`src/rtl/truth_table_capture.sv`:
```
// Sweeps abcd = 0..15 through a 4-input function, captures its truth table and minterm count,
// and optionally streams the minterm indices (build macro TT_CAPTURE_STREAM_EN).
module truth_table_capture #(
  parameter int unsigned SETTLE = 1
) (
  input  logic        clk,
  input  logic        rst,
  input  logic        start,
  output logic [3:0]  abcd,
  input  logic        f_in,
  output logic        busy,
  output logic [15:0] tt,
  output logic [4:0]  ones_cnt,
  output logic        m_valid,
  input  logic        m_ready,
  output logic [3:0]  m_index,
  output logic        done
);

  typedef enum logic [1:0] {IDLE, SWEEP, EMIT, FIN} state_t;

  localparam logic [3:0] CNT_LAST = 4'(SETTLE - 1);

  state_t      state;
  logic [3:0]  cnt;
  logic [15:0] tt_smp;
  logic        sample;

  assign sample = (cnt == CNT_LAST);

  always_comb begin
    tt_smp       = tt;
    tt_smp[abcd] = f_in;
  end

`ifdef TT_CAPTURE_STREAM_EN
  logic [15:0] pending;
  logic [15:0] pending_clr;

  function automatic logic [3:0] lowest(input logic [15:0] v);
    logic found;
    lowest = '0;
    found  = 1'b0;
    for (int unsigned i = 0; i < 16; i++) begin
      if (v[i] && !found) begin
        lowest = 4'(i);
        found  = 1'b1;
      end
    end
  endfunction

  always_comb begin
    pending_clr = pending;
    if (m_valid && m_ready)
      pending_clr[m_index] = 1'b0;
  end
`else
  logic unused_ready;
  assign unused_ready = m_ready;
  assign m_valid      = 1'b0;
  assign m_index      = '0;
`endif

  // m_valid/m_index are registered from the next value of pending so they
  // always equal (pending != 0) and lowest(pending) in the same cycle.
  always_ff @(posedge clk) begin
    if (rst) begin
      state    <= IDLE;
      abcd     <= '0;
      busy     <= 1'b0;
      tt       <= '0;
      ones_cnt <= '0;
      done     <= 1'b0;
      cnt      <= '0;
`ifdef TT_CAPTURE_STREAM_EN
      pending  <= '0;
      m_valid  <= 1'b0;
      m_index  <= '0;
`endif
    end else begin
      done <= 1'b0;
      case (state)
        IDLE: begin
          if (start) begin
            state    <= SWEEP;
            busy     <= 1'b1;
            abcd     <= '0;
            tt       <= '0;
            ones_cnt <= '0;
            cnt      <= '0;
          end
        end
        SWEEP: begin
          if (sample) begin
            tt       <= tt_smp;
            ones_cnt <= ones_cnt + {4'b0000, f_in};
            cnt      <= '0;
            if (abcd == 4'hF) begin
`ifdef TT_CAPTURE_STREAM_EN
              state   <= EMIT;
              pending <= tt_smp;
              m_valid <= |tt_smp;
              m_index <= lowest(tt_smp);
`else
              state <= FIN;
              done  <= 1'b1;
`endif
            end else begin
              abcd <= abcd + 4'd1;
            end
          end else begin
            cnt <= cnt + 4'd1;
          end
        end
`ifdef TT_CAPTURE_STREAM_EN
        EMIT: begin
          if (pending == '0) begin
            state <= FIN;
            done  <= 1'b1;
          end else begin
            pending <= pending_clr;
            m_valid <= |pending_clr;
            m_index <= lowest(pending_clr);
          end
        end
`endif
        FIN: begin
          state <= IDLE;
          busy  <= 1'b0;
        end
        default: begin
          state <= IDLE;
          busy  <= 1'b0;
        end
      endcase
    end
  end

endmodule

```
`config.mk`:
```
export PLATFORM = sky130hd
export DESIGN_NAME = truth_table_capture
export DESIGN_NICKNAME = d
export VERILOG_FILES = /design/src/rtl/truth_table_capture.sv
export SDC_FILE = /design/constraint.sdc
export NUM_CORES = 1
export LEC_CHECK = 0
export ABC_AREA = 1
export CAP_MARGIN = 20
export CELL_PAD_IN_SITES_DETAIL_PLACEMENT = 1
export CELL_PAD_IN_SITES_GLOBAL_PLACEMENT = 1
export CORE_ASPECT_RATIO = 1.25
export CORE_MARGIN = 2
export CORE_UTILIZATION = 23
export DETAILED_ROUTE_END_ITERATION = 8
export PLACE_DENSITY = 0.54
export SLEW_MARGIN = 5
export SYNTH_ARGS = -nofsm -noshare
export SYNTH_HDL_FRONTEND = slang
export SYNTH_SLANG_ARGS = --single-unit
```
`constraint.sdc`:
```
create_clock -name clk -period 1.5 [get_ports clk]
set_input_delay 0.3 -clock clk [delete_from_list [all_inputs] [get_ports clk]]
set_output_delay 0.3 -clock clk [all_outputs]
set_load 0.005 [all_outputs]
```
==> impl_metrics.py <==
metrics = {
    "drt": {
        "drc": 0,
        "via_count": 1868,
        "ant_nets": 0,
        "detail_route.iter0.violations": 37,
        "dr.pass1.iters": 4,
        "via_per_inst": 4.57,
        "finalWirelength_um": 5140,
        "post_drt_wl_per_cell_um": 12.6,
    },
    "floorplanning": {
        "start_util": 0.238,
        "dieHeight_um": 105,
        "fp.dieW_um": 84.5,
        "die_area_mm2": 0.00885,
        "row_count": 36,
        "ioPinCount": 37,
        "core_mm2": 0.00784,
    },
    "synth": {
        "synth_fa_ha_area_frac": 0.0537,
        "synth_seq_area_share": 0.354,
        "synth_top_family_by_area": "simple AND/OR/NAND/NOR gates",
        "ys_types": 26,
        "muxShareOfSynthArea": 0,
        "synth-compound-area-share": 0.105,
        "avgSynthCellArea_um2": 6.83,
        "synth_seq_cells": 33,
        "synth_xor_area_frac": 0.00470,
        "syn_inst": 273,
        "yosysWarnings": 0,
        "synth_area_mm2": 0.00186,
        "synth_simple_gate_area_frac": 0.341,
    },
    "cts": {
        "cts_tree": "yes",
        "clockRootBuffer": "clkbuf_8",
        "clkTransAtPathRegs_ns": 0.07,
        "clkSinkCount": 33,
        "clkLatencyLatePin_ns": 0.29,
        "cts_max_level": 2,
        "numCtsBuffers": 5,
        "clockBufferDepth": 2,
    },
    "timing": {
        "hold_violations": 0,
        "whs_ns": 0.461,
        "fmax_ghz": 0.694,
        "layout_setup_ws_ns": 0.0599,
        "setup-violations-final": 0,
        "rsz0062_at_grt": "true",
        "period_needed_ns": 1.44,
        "slew_violations": 0,
        "post-route-period-util": 0.960,
        "fin_skew_ns": 0.00804,
    },
    "critical_path": {
        "cp_cell_sequence": "clkdlybuf4s50_1",
        "slowest_delay_ns": 0.49,
        "crit_path_end_kind": "primary output",
        "crit_buf_inv": 1,
        "slowest_stage": "clkdlybuf4s50_1",
        "path_delay_family": "buffers and inverters",
        "required_ns": 1.20,
        "worstPathMaxFanout": 4,
        "cp-startpoint": "abcd[3]",
        "crit_type": "register to primary output",
        "crit_arrival_ns": 1.14,
        "reg2reg_from": "cnt[0]",
        "worst_setup_path_start_kind": "register",
    },
    "power": {
        "leakagePower_nw": 1.10,
        "switching_share": 0.281,
        "power_density_mw_per_mm2": 764,
        "p_clk_frac": 0.355,
        "internal_power_mw": 1.36,
        "pwr-share-seq": 0.481,
        "switching_power_uw": 531,
        "p_comb_frac": 0.164,
        "vdd_drop_max_mv": 0.314,
    },
    "placed_design": {
        "dp_cells": 401,
        "dp_slack_ns": -0.220,
        "place_congestion": 0.741,
        "dp_hpwl_um": 3910,
        "port_buffers": 30,
    },
    "cells_and_area": {
        "nets": 326,
        "n_fill_cell": 994,
        "multi_input_area_um2": 965,
        "seq_area_um2": 681,
        "n_antenna_cell": 0,
        "drive_gt1_frac": 0.134,
        "final_cells": 409,
        "area_growth_syn_to_layout_pct": 32.8,
    },
    "outcome": {
        "status": "finished, final reports clean",
    },
    "job": {
        "drv_cap": 0,
    },
    "global_route": {
        "grt_pass1_wl_um": 9100,
        "grt_pass1_vias": 1878,
        "antenna_found_initial": 0,
        "overflow": 0,
        "grtUsageTotal": 0.127,
        "grt_max_degree": 29,
    },
    "min_path": {
        "min-delay-start": "tt[15]",
        "hold_class": "register to register",
    },
}
==> placed cells by master (no fill, tap or decap), types with 2 or more instances in the layout <==
cell	n
a21oi_1	26
a22oi_1	2
buf_12	4
buf_4	15
clkbuf_1	3
clkbuf_8	5
clkdlybuf4s50_1	27
conb_1	5
dfxtp_1	25
dfxtp_2	4
dfxtp_4	4
dlymetal6s2s_1	2
ha_1	7
inv_1	31
inv_2	2
nand2_1	58
nand2_2	3
nand3_1	31
nand4_1	19
nor2_1	22
nor4_1	2
o21ai_0	5
==> Yosys cell counts <==
master    instances  area [um^2]
buf_6             1         11.3
o21a_1            1         7.51
nor2_4            1         11.3
a21oi_1          26          130
clkbuf_1          3         11.3
nand3_1          31          155
nor2_2            1         6.26
conb_1            1         3.75
nor4_1            2         12.5
nand3_2           1         10.0
nand2_2           2         12.5
nor2_1           22         82.6
o21ai_0           6         30.0
inv_2             2         7.51
inv_1            31          116
xor2_1            1         8.76
a22oi_1           2         15.0
a31oi_1           1         6.26
nand4_1          19          119
dfxtp_1          33          661
ha_1              8          100
nand2_1          59          221
buf_4            11         82.6
buf_2             6         30.0
nor3_1            1         5.00
o21bai_1          1         7.51
==> final cells by class <==
type	count	area share
multi-input cells	190	0.390
flip-flops and latches	33	0.275
repair buffers	50	0.205
inverters	33	0.0500
well taps	95	0.0480
clock buffers	8	0.0323
==> what timing repair did <==
action / in CTS / in global routing
pin swaps: 0 / 0
hold endpoints to repair: 0 / 0
endpoints found under the setup margin: 5 / 27
hold buffers: 0 / 0
gates cloned: 0 / 0
gates resized for setup: 8 / 11
setup buffers: 0 / 0
==> registers in the layout, indices dropped and copies added, names as in the netlist <==
signal,flops
state,2
done,1
tt,16
abcd,4
ones_cnt,5
cnt,4
busy,1
==> metrics by stage <==
step / TNS [ns] / util / power [mW] / area (um^2)
final: 0 / 0.316 / 1.89 / 2480
after floorplan: 0 / - / 1.12 / 1880
after global routing: -0.00401 / 0.316 / 2.01 / 2480
after CTS: 0 / 0.313 / 1.94 / 2450
after detailed placement: -3.98 / 0.302 / 1.25 / 2360
after global placement: -3.49 / 0.302 / 1.25 / 2360
==> worst min-delay path: cells and delay by family, from the launching register on <==
family / cells / cell delay, ns
AOI/OAI and AO/OA: 1 / 0.05
DFF: 1 / 0.31
and+or+nand+nor: 1 / 0.06
==> path summary, 6_finish.rpt <==
path	endpoint	slack, ns	depth (start not counted)
max	abcd[3]	0.06	1
min	tt[15]	0.46	2
max reg2reg	ones_cnt[1]	0.12	8
min reg2reg	tt[15]	0.46	2
==> power by group through the flow <==
stage | clock, mW | combinational [mW] | sequential, mW
after floorplan | 0 | 0.194 | 0.930
after CTS | 0.705 | 0.319 | 0.911
final | 0.671 | 0.311 | 0.910
after global routing | 0.741 | 0.356 | 0.915
after global placement | 0 | 0.314 | 0.933
after detailed placement | 0 | 0.318 | 0.933
==> per-layer routing <==
layer	vias up	routed length [um]	part of all wire	global-route usage
met1	876	2440	0.47	0.166
li1	963	-	-	-
met5	-	0	0	0
met4	0	82	0.016	0.0408
met3	5	125	0.024	0.0245
met2	24	2490	0.48	0.208
==> logic make-up after synthesis <==
| kind of cell | count (synthesis) |
|---|---|
| flops | 33 |
| fa+ha+maj | 8 |
| buf+inv | 54 |
| simple gates | 139 |
| xor+xnor | 1 |
| other cells | 1 |
| compound gates | 37 |
No activity file was read; power rests on OpenSTA's default activity.
